==> config.mk <==
export PLATFORM = sky130hd
export DESIGN_NAME = mem_responder
export DESIGN_NICKNAME = d
export VERILOG_FILES = /design/src/rtl/mem_resp_pkg.sv /design/src/rtl/mem_byte_bank.sv /design/src/rtl/mem_responder.sv
export SDC_FILE = /design/constraint.sdc
export NUM_CORES = 2
export LEC_CHECK = 0
export CAP_MARGIN = 20
export CORE_ASPECT_RATIO = 1.5
export CORE_MARGIN = 2
export CORE_UTILIZATION = 50
export DETAILED_ROUTE_END_ITERATION = 10
export GPL_ROUTABILITY_DRIVEN = 0
export HOLD_SLACK_MARGIN = 0.12
export PLACE_DENSITY = 0.75
export REMOVE_ABC_BUFFERS = 1
export SLEW_MARGIN = 20
export SYNTH_ARGS = -nofsm -noshare
export SYNTH_HDL_FRONTEND = slang
export SYNTH_SLANG_ARGS = --single-unit
==> constraint.sdc <==
create_clock -name clk -period 3.7 [get_ports clk]
set_input_delay 0.74 -clock clk [delete_from_list [all_inputs] [get_ports clk]]
set_output_delay 0.74 -clock clk [all_outputs]
set_load 0.03 [all_outputs]
==> src/rtl/mem_resp_pkg.sv <==
// mem_resp_pkg: shared state encoding and MemOp constants for mem_responder.
package mem_resp_pkg;
    typedef enum logic [1:0] {IDLE, WAIT, RESP} state_t;
    localparam logic MEMOP_READ  = 1'b0;
    localparam logic MEMOP_WRITE = 1'b1;
endpackage

==> src/rtl/mem_byte_bank.sv <==
// mem_byte_bank: four byte lanes of WORDS entries, little-endian 32-bit word view.
//   clk   in  rising-edge clock (write port)
//   we    in  write all four lanes of word idx
//   idx   in  word index
//   wdata in  word to write, byte lane b = wdata[8b+7:8b]
//   rdata out word at idx (combinational read)
module mem_byte_bank #(
    parameter int WORDS = 64
) (
    input  logic                     clk,
    input  logic                     we,
    input  logic [$clog2(WORDS)-1:0] idx,
    input  logic [31:0]              wdata,
    output logic [31:0]              rdata
);
    for (genvar b = 0; b < 4; b++) begin : g_lane
        logic [7:0] mem [WORDS];
        always_ff @(posedge clk) begin
            if (we) mem[idx] <= wdata[8*b +: 8];
        end
        assign rdata[8*b +: 8] = mem[idx];
    end
endmodule

==> src/rtl/mem_responder.sv <==
// mem_responder: word memory with req/busy/rvalid handshake and fixed access latency.
//   clk, reset  clock and synchronous active-high reset
//   req         request valid, taken only while busy=0
//   MemOp       0 read, 1 write
//   Address     byte address, aligned down to a word
//   wdata       write data, latched at accept
//   busy        high while an access is waiting or responding
//   rvalid      one-cycle response pulse
//   rdata       last read data
//   err         out-of-range flag, valid with rvalid
module mem_responder
    import mem_resp_pkg::*;
#(
    parameter int    DEPTH_BYTES = 256,
    parameter int    LATENCY     = 2,
    parameter string INIT_FILE   = ""
) (
    input  logic        clk,
    input  logic        reset,
    input  logic        req,
    input  logic        MemOp,
    input  logic [31:0] Address,
    input  logic [31:0] wdata,
    output logic        busy,
    output logic        rvalid,
    output logic [31:0] rdata,
    output logic        err
);
    localparam int AW = $clog2(DEPTH_BYTES);
    state_t      state_q, state_d;
    logic [3:0]  cnt_q, cnt_d;
    logic [31:0] addr_q, addr_d;
    logic        op_q, op_d;
    logic [31:0] wdata_q, wdata_d;
    logic [31:0] rdata_q, rdata_d;
    logic        err_q, err_d;
    logic        we;
    logic        in_range;
    logic [31:0] bank_rdata;
    // Full-width compare so high addresses never alias onto the array.
    assign in_range = addr_q < 32'(DEPTH_BYTES);
    mem_byte_bank #(.WORDS(DEPTH_BYTES / 4)) u_bank (
        .clk   (clk),
        .we    (we),
        .idx   (addr_q[AW-1:2]),
        .wdata (wdata_q),
        .rdata (bank_rdata)
    );
    always_comb begin
        state_d = state_q;
        cnt_d   = cnt_q;
        addr_d  = addr_q;
        op_d    = op_q;
        wdata_d = wdata_q;
        rdata_d = rdata_q;
        err_d   = 1'b0;
        we      = 1'b0;
        case (state_q)
            IDLE: if (req) begin
                state_d = WAIT;
                cnt_d   = 4'(LATENCY - 1);
                addr_d  = Address;
                op_d    = MemOp;
                wdata_d = wdata;
            end
            WAIT: if (cnt_q == 4'd0) begin
                state_d = RESP;
                err_d   = !in_range;
                // Reset on the commit edge must still drop the write.
                we      = op_q == MEMOP_WRITE && in_range && !reset;
                rdata_d = op_q == MEMOP_READ ? (in_range ? bank_rdata : 32'd0) : rdata_q;
            end else begin
                cnt_d = cnt_q - 4'd1;
            end
            default: state_d = IDLE;
        endcase
    end
    always_ff @(posedge clk) begin
        if (reset) begin
            state_q <= IDLE;
            cnt_q   <= 4'd0;
            addr_q  <= 32'd0;
            op_q    <= MEMOP_READ;
            wdata_q <= 32'd0;
            rdata_q <= 32'd0;
            err_q   <= 1'b0;
        end else begin
            state_q <= state_d;
            cnt_q   <= cnt_d;
            addr_q  <= addr_d;
            op_q    <= op_d;
            wdata_q <= wdata_d;
            rdata_q <= rdata_d;
            err_q   <= err_d;
        end
    end
    assign busy   = state_q != IDLE;
    assign rvalid = state_q == RESP;
    assign rdata  = rdata_q;
    assign err    = err_q;
endmodule

==> flow_summary.toml <==
[layout]
drive_gt1_share_pct = 27.2
fillers = 11000
final_util_pct = 57.8
finalNetCount = 4254
syn_to_final_growth_pct = 14.6
stdcell_count = 6434

[outcome]
status = "finished clean"

[setup_path]
crit_required_ps = 4430
arrival_ps = 4180
path_class = "reg2reg"
worst-path-max-fanout = 43
cpMaxStageDelayCell = "dfxtp_4"
rrSetupSlack_ps = 250
crit_chain = "buf_12 -> buf_12 -> mux4_2 -> mux2i_1 -> a2111oi_1 -> buf_4 -> a32o_1"
timing.rr.end = "rdata[17]$_SDFFE_PP0P_"
r2r.worst_path.cells = 7
cpMostUsedCell = "buf_12"
start_kind = "register"
critical_path.endpoint = "rdata[17]$_SDFFE_PP0P_"
end_kind = "register"
max_stage_delay_ps = 1010

[detailed_routing]
num_vias = 41700
drt_iter0_markers = 5643
post_drt_via_cell_ratio = 6.48
avgRoutedWirePerCell_um = 32.5
first_pass_iters = 6
drtAntennaViolNets = 0
drt_drc_violations_left = 0
wl_um = 209000

[clock_network]
cts-root-buf = "clkbuf_16"
cts_sinks = 2156
cts_tree = "built"
cts_hold_buf = 0
clkSlewWorstSetupHoldPaths_ps = 70
htree_num_levels = 4
cts_made_buffers = 174
cts_setup_buffers = 0
insertion_delay_ps = 790
post_cts_resized = 0
clk_path_buf_depth = 3

[floorplan]
floorplan.core_area_um2 = 162000
die_width_um = 334
dieArea_um2 = 167000
start_util_pct = 50.4
row_count = 181
die_height_um = 500
ioPinCount = 103

[power]
peakVddDrop_mv = 0.439
p_leak_nw = 28.2
p_per_area_nw_per_um2 = 528
finalPower_mw = 49.5

[global_routing]
overflow = 0
grt_pass1_wl_um = 296000
grt_usage_pct = 25.0
grt_pass1_vias = 42200
gr-usage-met3_pct = 4.71
grt_max_degree = 69
grt-busiest-layer = "met2"
use_met2_pct = 42.2
grt.met1_usage_pct = 31.2
grt_antenna_before_repair = 5

[run]
max_cap_viol_count = 0

[logic_synthesis]
synth_area_um2 = 81800
synth_common_cells = "2048 x edfxtp_1, 484 x mux4_2, 197 x nand2_1, 142 x mux2i_1, 108 x dfxtp_1"
synthCells = 3834
netlist.area_leader.share_pct = 75.1
synthDistinctLibCells = 61
synth_seq_cells = 2156
yosysWarnings = 0
syn_avg_cell_area_um2 = 21.3
async_flop_share_pct = 0
yosysMostFrequentCell = "edfxtp_1"
ys.flop_type = "edfxtp_1"
synth_largest_area_cell = "edfxtp_1"
ys_seq_area_share_pct = 77.8
synth.area.top_cells = "edfxtp_1 75%, mux4_2 13%, dfxtp_1 2.6%"
synth-edff-count = 2048

[placement]
post-place-ws_ps = 281
dp_hpwl_um = 126000
portBuffers = 100
place_inst = 6111

[sta]
skew_ps = 29.7
worstMarginPinSlew_ps = 1210
rsz0062_at_grt = "no"
fin_crit_ps = 3450
finalCritPeriodShare_pct = 93.3
max_slew_margin_pct = 18.5
max_freq_ghz = 0.290
slew_viol_final = 0
hold_viol_final = 0
setup_violations = 0
setup_ws_ps = 247

[hold_path]
hold_class = "in2reg"
==> per-stage QoR <==
step                area [um2]  hold WS [ps]  TNS [ps]
detailed placement       87700           449         0
floorplan                80800           430   -660400
finish                   93800           234         0
global route             93800           232         0
CTS                      93800           189         0
global placement         87700           440    -0.824
==> how the worst min path moves through the flow <==
| stage | start | end | cells after the start |
|---|---|---|---|
| after floorplan | addr_q[10]$_SDFFE_PP0P_ | addr_q[10]$_SDFFE_PP0P_ | 2 |
| after global placement | rdata[31]$_SDFFE_PP0P_ | rdata[31]$_SDFFE_PP0P_ | 1 |
| after detailed placement | addr_q[15]$_SDFFE_PP0P_ | addr_q[15]$_SDFFE_PP0P_ | 2 |
| after CTS | reset | state_q[1]$_SDFFE_PP0P_ | 2 |
| after global routing | reset | state_q[1]$_SDFFE_PP0P_ | 2 |
| final | reset | state_q[1]$_SDFFE_PP0P_ | 2 |
==> logic make-up (layout without fill, tap and decap cells) <==
| logic type | after synthesis | count (layout) | synth area share, % |
|---|---|---|---|
| other cells | 0 | 2 | 0 |
| simple gates | 449 | 449 | 2.44 |
| xor+xnor | 2 | 2 | 0.0214 |
| flops | 2156 | 2156 | 77.8 |
| buf+inv | 216 | 710 | 1.31 |
| fa+ha+maj | 2 | 2 | 0.0306 |
| mux | 652 | 652 | 15.4 |
| compound gates | 357 | 357 | 2.99 |
==> state kept, by name, summed over array words and instances, names as in the netlist, named ones only <==
register           count
addr_q                30
cnt_q                  4
err                    1
op_q                   1
rdata                 32
state_q                2
u_bank.g_lane.mem   2048
wdata_q               32
==> cell type report <==
class                           instances  area, um2  area share [%]
Antenna cell                            2       5.00         0.00533
Clock buffer                          233       4850            5.17
Clock inverter                         87       1200            1.27
Inverter                                7       26.3          0.0280
Multi-Input combinational cell       1462      17600            18.8
Sequential cell                      2156      63800            68.0
Tap cell                             2104       2630            2.81
Timing Repair Buffer                  383       3720            3.97
==> placed cells by master (no fill, tap or decap), drive strengths merged, types with 5 or more instances in the layout <==
master	netlist	routed
a31oi	12	12
buf	142	284
o221ai	7	7
clkinv	0	46
o22ai	49	49
nor4	12	12
a211oi	23	23
o21ai	34	34
a22oi	58	58
a22o	10	10
clkinvlp	0	9
nor2b	19	19
o211ai	8	8
a2111oi	8	8
nand3	37	37
inv	7	10
clkdlybuf4s50	0	99
nand2b	12	12
nor3	27	27
edfxtp	2048	2048
a221oi	14	14
bufinv	0	29
mux2i	142	142
a21oi	85	85
nand2	197	197
clkbuf	67	233
a32o	17	17
mux4	484	484
or3	8	8
dfxtp	108	108
nor2	107	107
mux2	26	26
a221o	5	5
and2	12	12
==> critical path: cells and delay by family (launching register included) <==
kind | cells | cell delay (ps)
AO/OA/AOI/OAI | 2 | 1130
buffers and inverters | 3 | 790
flip-flops | 1 | 1010
multiplexers | 2 | 370
==> power breakdown <==
| group | switching, mW | internal (mW) | leakage [nW] |
|---|---|---|---|
| clock | 8.35 | 11.3 | 2.93 |
| combinational | 1.53 | 1.13 | 6.45 |
| sequential | 0.431 | 26.9 | 18.8 |
| total | 10.3 | 39.2 | 28.2 |
==> layer usage <==
metal / part of all wire, % / vias to the layer above
li1: - / 16700
met1: 34 / 21700
met2: 50 / 2755
met3: 10 / 527
met4: 5.3 / 2
met5: 0.0057 / -
(Power assumes the default switching activity.)
